==> src/rtl/sram_ctrl_pkg.sv <==
// rtl/sram_ctrl_pkg.sv - shared state type and default sizes for the SRAM port arbiter
package sram_ctrl_pkg;

    localparam int DEF_NUM_WMASKS = 4;
    localparam int DEF_DATA_WIDTH = 32;
    localparam int DEF_ADDR_WIDTH = 10;
    localparam int DEPTH          = 1 << DEF_ADDR_WIDTH;

    typedef enum logic {
        CLEAR = 1'b0,
        RUN   = 1'b1
    } state_t;

endpackage

==> src/rtl/rr_arb2.sv <==
// rtl/rr_arb2.sv - two-way round-robin arbiter with one-hot grants
module rr_arb2 (
    input  logic       clk,
    input  logic       rst_n,
    input  logic       i_en,
    input  logic [1:0] i_req,
    output logic [1:0] o_gnt
);

    // 0: requester a has priority on a tie, 1: requester b
    logic r_ptr;

    // grant the lone requester, or the pointed-to one on a tie
    always_comb begin
        o_gnt = 2'b00;
        if (i_en) begin
            o_gnt[0] = i_req[0] && (!i_req[1] || !r_ptr);
            o_gnt[1] = i_req[1] && (!i_req[0] ||  r_ptr);
        end
    end

    // after any accept, priority moves to the requester that was not served
    always_ff @(posedge clk or negedge rst_n) begin
        if (!rst_n) begin
            r_ptr <= 1'b0;
        end else if (o_gnt[0]) begin
            r_ptr <= 1'b1;
        end else if (o_gnt[1]) begin
            r_ptr <= 1'b0;
        end
    end

endmodule

==> src/rtl/sram_port_arbiter.sv <==
// rtl/sram_port_arbiter.sv - clears a single-port SRAM, then shares port 0 between two requesters
module sram_port_arbiter
    import sram_ctrl_pkg::*;
#(
    parameter int NUM_WMASKS = DEF_NUM_WMASKS,
    parameter int DATA_WIDTH = DEF_DATA_WIDTH,
    parameter int ADDR_WIDTH = DEF_ADDR_WIDTH
) (
    input  logic                  clk,
    input  logic                  rst_n,
    input  logic                  clear_req,
    output logic                  init_done,

    input  logic                  a_valid,
    output logic                  a_ready,
    input  logic                  a_we,
    input  logic [NUM_WMASKS-1:0] a_wmask,
    input  logic [ADDR_WIDTH-1:0] a_addr,
    input  logic [DATA_WIDTH-1:0] a_wdata,
    output logic                  a_rsp_valid,
    output logic [DATA_WIDTH-1:0] a_rsp_rdata,

    input  logic                  b_valid,
    output logic                  b_ready,
    input  logic                  b_we,
    input  logic [NUM_WMASKS-1:0] b_wmask,
    input  logic [ADDR_WIDTH-1:0] b_addr,
    input  logic [DATA_WIDTH-1:0] b_wdata,
    output logic                  b_rsp_valid,
    output logic [DATA_WIDTH-1:0] b_rsp_rdata,

    output logic                  sram_csb0,
    output logic                  sram_web0,
    output logic [NUM_WMASKS-1:0] sram_wmask0,
    output logic [ADDR_WIDTH-1:0] sram_addr0,
    output logic [DATA_WIDTH-1:0] sram_din0,
    input  logic [DATA_WIDTH-1:0] sram_dout0
);

    localparam logic [ADDR_WIDTH-1:0] LAST_ADDR = '1;

    state_t                r_state;
    state_t                w_next_state;
    logic [ADDR_WIDTH-1:0] r_clr_addr;
    logic                  r_init_done;
    logic                  r_a_rsp_valid;
    logic                  r_b_rsp_valid;
    logic                  w_arb_en;
    logic [1:0]            w_gnt;

    // a clear request wins over both requesters in the cycle it is seen
    assign w_arb_en = (r_state == RUN) && !clear_req;

    rr_arb2 u_arb (
        .clk   (clk),
        .rst_n (rst_n),
        .i_en  (w_arb_en),
        .i_req ({b_valid, a_valid}),
        .o_gnt (w_gnt)
    );

    assign a_ready     = w_gnt[0];
    assign b_ready     = w_gnt[1];
    assign init_done   = r_init_done;
    assign a_rsp_valid = r_a_rsp_valid;
    assign b_rsp_valid = r_b_rsp_valid;
    assign a_rsp_rdata = r_a_rsp_valid ? sram_dout0 : '0;
    assign b_rsp_rdata = r_b_rsp_valid ? sram_dout0 : '0;

    // state register
    always_ff @(posedge clk or negedge rst_n) begin
        if (!rst_n) begin
            r_state <= CLEAR;
        end else begin
            r_state <= w_next_state;
        end
    end

    // next state and macro port drive; port is idle and zeroed while reset is held
    always_comb begin
        w_next_state = r_state;
        sram_csb0    = 1'b1;
        sram_web0    = 1'b1;
        sram_wmask0  = '0;
        sram_addr0   = '0;
        sram_din0    = '0;
        case (r_state)
            CLEAR: begin
                if (r_clr_addr == LAST_ADDR) begin
                    w_next_state = RUN;
                end
                if (rst_n) begin
                    sram_csb0   = 1'b0;
                    sram_web0   = 1'b0;
                    sram_wmask0 = '1;
                    sram_addr0  = r_clr_addr;
                end
            end
            RUN: begin
                if (clear_req) begin
                    w_next_state = CLEAR;
                end else if (w_gnt[0]) begin
                    sram_csb0   = 1'b0;
                    sram_web0   = ~a_we;
                    sram_wmask0 = a_wmask;
                    sram_addr0  = a_addr;
                    sram_din0   = a_wdata;
                end else if (w_gnt[1]) begin
                    sram_csb0   = 1'b0;
                    sram_web0   = ~b_we;
                    sram_wmask0 = b_wmask;
                    sram_addr0  = b_addr;
                    sram_din0   = b_wdata;
                end
            end
        endcase
    end

    // sweep counter, done flag and one-cycle read response strobes
    always_ff @(posedge clk or negedge rst_n) begin
        if (!rst_n) begin
            r_clr_addr    <= '0;
            r_init_done   <= 1'b0;
            r_a_rsp_valid <= 1'b0;
            r_b_rsp_valid <= 1'b0;
        end else begin
            r_clr_addr    <= (r_state == CLEAR) ? r_clr_addr + 1'b1 : '0;
            r_init_done   <= (w_next_state == RUN);
            r_a_rsp_valid <= w_gnt[0] && !a_we;
            r_b_rsp_valid <= w_gnt[1] && !b_we;
        end
    end

endmodule

==> config.mk <==
export PLATFORM = sky130hd
export DESIGN_NAME = sram_port_arbiter
export DESIGN_NICKNAME = d
export VERILOG_FILES = /design/src/rtl/sram_ctrl_pkg.sv /design/src/rtl/rr_arb2.sv /design/src/rtl/sram_port_arbiter.sv
export SDC_FILE = /design/constraint.sdc
export NUM_CORES = 1
export LEC_CHECK = 0
export CORE_ASPECT_RATIO = 1.25
export CORE_MARGIN = 8
export CORE_UTILIZATION = 21
export CTS_CLUSTER_DIAMETER = 60
export DETAILED_ROUTE_END_ITERATION = 16
export PLACE_DENSITY = 0.86
export REMOVE_ABC_BUFFERS = 1
export SLEW_MARGIN = 15
export SYNTH_ARGS = -nofsm -noshare
export SYNTH_HDL_FRONTEND = slang
export SYNTH_SLANG_ARGS = --single-unit
export TNS_END_PERCENT = 1
==> constraint.sdc <==
create_clock -name clk -period 1.68 [get_ports clk]
set_input_delay 0.42 -clock clk [delete_from_list [all_inputs] [get_ports clk]]
set_output_delay 0.42 -clock clk [all_outputs]
set_load 0.02 [all_outputs]
Word-level counts from Yosys, hierarchy flattened

Cells that the tools add are included.

Register bits: 14
Output and inout bits: 117
Logic and storage cells: 56

$add $sub $neg: 1
Equal/unequal tests: 1
Multiplexer cells: 32
Bitwise operators: 3
Reductions and logical operators: 14

Operator list:

| kind                                           | count |
|---|---|
| 2-to-1 mux 32 bit                              | 6 |
| 2-to-1 mux 10 bit                              | 5 |
| one-hot mux 10 bit (2 select lines)            | 1 |
| 2-to-1 mux 4 bit                               | 4 |
| 2-to-1 mux 1 bit                               | 11 |
| adder 10 x 1 -> 10 bit (second input constant) | 1 |
| == test 10 bit (second input constant)         | 1 |
| one-hot mux 4 bit (2 select lines)             | 1 |
| logical NOT 1 bit                              | 6 |
| one-hot mux 1 bit (2 select lines)             | 3 |
| logical AND 1 bit                              | 5 |
| inverter 1 bit                                 | 3 |
| logical OR 1 bit                               | 2 |
| 2-to-1 mux 2 bit                               | 1 |
| nonzero test 2 bit                             | 1 |

Logic depth before layout (Yosys ltp)

Word-level depth: 8
Depth in mapped cells: 6

Hierarchy

A second synthesis with hierarchy kept.

Cells, all modules: 257
Area, all modules: 1742.9 um2

By module, submodules not included:

| module            | times used | cells each | area an instance (um2) |
|---|---|---|---|
| sram_port_arbiter | 1          | 249        | 1681.6 |
| rr_arb2           | 1          | 8          | 61.3 |

Worst setup path before layout

OpenSTA, ideal clock, no wires.

Path type: register -> output
Start: register init_done (netlist name)
End: output sram_din0[22]
Data arrival time: 1452 ps
Path slack: -192 ps
Stages on the path, launching flop included: 7
Path buffers: 2
Cell sequence: dfrtp_1 and2b_4 nand3_2 inv_2 buf_4 buf_4 a22o_1

RTL lines:

| element          | RTL line                | RTL |
|---|---|---|
| end: declaration | sram_port_arbiter.sv:36 | `output logic [DATA_WIDTH-1:0] sram_din0,` |

Worst setup path after layout

Start: input a_valid
End: output sram_addr0[1]

Longest elaborated chain between the ends: 8
Elaborated cells between the ends (all ways): 9
Those cells by class: mux (5); reduce/logical (4)

RTL lines:

| element                                 | RTL line                 | RTL |
|---|---|---|
| start: declaration                      | sram_port_arbiter.sv:14  | `input logic a_valid,` |
| logical NOT 1 bit                       | rr_arb2.sv:18            | `o_gnt[1] = i_req[1] && (!i_req[0] \|\| r_ptr);` |
| logical OR 1 bit                        | rr_arb2.sv:18            |  |
| logical AND 1 bit                       | rr_arb2.sv:18            |  |
| 2-to-1 mux 2 bit (*)                    | rr_arb2.sv:16            | `if (i_en) begin` |
| 2-to-1 mux 10 bit                       | sram_port_arbiter.sv:108 | `end else if (w_gnt[1]) begin` |
| 2-to-1 mux 10 bit (*)                   | sram_port_arbiter.sv:102 | `end else if (w_gnt[0]) begin` |
| 2-to-1 mux 10 bit (*)                   | sram_port_arbiter.sv:100 | `if (clear_req) begin` |
| one-hot mux 10 bit (2 select lines) (*) | sram_port_arbiter.sv:87  | `case (r_state)` |
| end: declaration                        | sram_port_arbiter.sv:35  | `output logic [ADDR_WIDTH-1:0] sram_addr0,` |

Every way passes the cells marked *; elsewhere a longest branch is shown, timed or not.

==> out/qor.yml <==
io_pins: 248
hold_violations: 0
relSlewSlack: 0.802
reg2regPathDepth: 5
htreeDepth: 1
io_buffers: 247
rsz0062_at_grt: "true"
grt_pass1_vias: 2745
yosysMostFrequentCell: "and2_1"
grt_pass1_wl_mm: 16.8
postSynthRegisterBits: 14
synth_seq_area_share: 0.210
cp.depth: 8
diodes: 0
cts_tree: "built"
area_growth_pct: 156
cp-start-kind: "input port"
antenna_found_initial: 0
grt_overflow_total: 0
avgViaCountPerCell: 4.65
synth_warnings: 0
initial_utilization: 0.215
async_reset_ff_frac: 1.00
drc: 0
maxCapViolCount: 0
root_buffer: "clkbuf_8"
clk_latency_ns: 0.25
numClockSinks: 14
cp-end-kind: "primary output"
slowest_stage: "a221o_1"
worstSetupPathType: "input port to primary output"
cp_data_required_time_ns: 1.26
max-vdd-ir-drop_mv: 0.604
nFillCells: 739
status: "complete, but fails checks"
cp_top_family: "buffers and inverters"
p_per_area_nw_per_um2: 405
syn-instance-count: 204
dr.first_iter.drc_count: 43
finalWirelength_mm: 12.1
num_rows: 36
tns_ns: -20.34
finClkSkew_ns: 0.00146
coreArea_um2: 7750
drtPass1Iterations: 4
worst-path-buf-inv: 6
yosys_most_used_dff: "dfrtp_1"
numCtsBuffers: 3
multi_input_area_um2: 1230
place.gp.congestion: 0.837
critPathMaxStageDelay_ns: 0.35
final_nets: 607
vias: 2647
grt_max_degree: 34
layout-drive-gt1-share: 0.354
timing.fmax_mhz: 452
hpwlAfterDp_mm: 9.48
hold_path.class: "input port to async pin"
total_power_uw: 1730
critPathMaxFanout: 7
critPathArrivalTime_ns: 1.79
fp.dieArea_um2: 11100
finalSetupViolCount: 50
die_h_um: 116
yosys-top-cells-area: "and2_1 27%, dfrtp_1 21%, a22o_1 17%"
path_cells: "dlygate4sd2_1 -> buf_4 -> nand3_4 -> inv_6 -> buf_12 -> buf_4 -> a221o_1 -> buf_2"
holdBufCountCts: 0
final_antenna_net_count: 0
slew_violations: 0
yosysTopAreaCell: "and2_1"
ys_types: 32
seqCellArea_um2: 350
fin_crit_sh: 1.32
wl_per_cell_um: 21.2
clock_path_buffers: 2
violations: "setup timing"
synthTopCellsByCount: "73 x and2_1, 32 x a22o_1, 14 x a221o_1, 14 x dfrtp_1, 7 x clkbuf_1"
crit_path_frequent_cell: "buf_4"
syn_area_per_cell_um2: 8.16
post-route-min-period_ns: 2.21
setup_ws_ns: -0.532
synth_edf_count: 0
r2r_slack_ns: 0.16
power.static_leakage_uw: 0.00212
netlist_area_um2: 1670
die_x_um: 95.7
clk_pin_slew_ns: 0.06
groute.usage.overall: 0.198
worst_pin_slew_ns: 0.294
synth_top_area_frac: 0.274
[area by class of cell]
cell class	count	area share
clock buffers	4	0.0129
inverters	3	0.00381
flip-flops and latches	14	0.0820
repair buffers	284	0.584
well taps	95	0.0278
multi-input cells	169	0.289
[logic make-up (layout without fill, tap and decap cells)]
logic type | after synthesis | count (layout) | synth area share
simple gates | 103 | 103 | 0.380
compound gates | 62 | 62 | 0.312
buf+inv | 21 | 291 | 0.0744
flops | 14 | 14 | 0.210
xor+xnor | 3 | 3 | 0.0158
fa+ha+maj | 1 | 1 | 0.00751
[through the flow]
step	util	instances	cell area, um^2	setup WS (ns)	hold slack (ns)
CTS	0.542	568	4200	-0.558	0.248
global route	0.551	569	4270	-0.584	0.272
floorplan	-	186	1550	-1.06	0.124
detailed placement	0.566	553	4380	-1.09	0.502
global placement	0.566	553	4380	-1.05	0.483
finish	0.551	569	4270	-0.532	0.245
[state kept, by name, summed over array words and instances, names as in the netlist]
name and flops:
r_clr_addr 10, a_rsp_valid 1, init_done 1, b_rsp_valid 1
u_arb.r_ptr 1
[path summary, 6_finish.rpt]
kind | start | to
max in group asynchronous | rst_n | b_rsp_valid
min in group clk | u_arb.r_ptr | u_arb.r_ptr
worst min-delay path | rst_n | r_clr_addr[1]
worst max register to register | r_clr_addr[0] | r_clr_addr[8]
worst min register to register | u_arb.r_ptr | u_arb.r_ptr
worst max-delay path | a_valid | sram_addr0[1]
[timing repair]
action	4_1_cts	5_1_grt
cloned	5	0
pin swaps	7	6
gates resized for setup	477	34
setup endpoints to repair	117	56
buffers inserted	6	1
hold endpoints to repair	0	0
[cells in the final DEF (no fill, tap or decap), drive strengths merged, types with 2 or more instances in the layout]
cell type	n
buf	150
clkdlybuf4s50	126
and2	74
a22o	32
a221o	14
dfrtp	14
a21oi	6
nor2	6
nand3	5
clkbuf	4
dlygate4sd2	4
o21ai	3
or3	3
o31ai	3
nand2b	3
nand2	3
inv	3
nor2b	3
nand4	2
or4	2
xor2	2
bufbuf	2
clkdlybuf4s15	2
[where the power goes]
part           leakage, uW  internal (uW)  switching [uW]
Clock            0.0000288            208             126
Combinational      0.00191            554             382
Sequential        0.000181            420            42.1
Total              0.00212           1180             550
[per-layer routing]
metal | vias up | global-route usage | routed length (um)
li1 | 1287 | - | -
met1 | 1232 | 0.206 | 4320
met2 | 116 | 0.383 | 6470
met3 | 12 | 0.0564 | 1150
met4 | 0 | 0.0298 | 142
met5 | - | 0 | 0
Power figures use the tool's default switching activity.
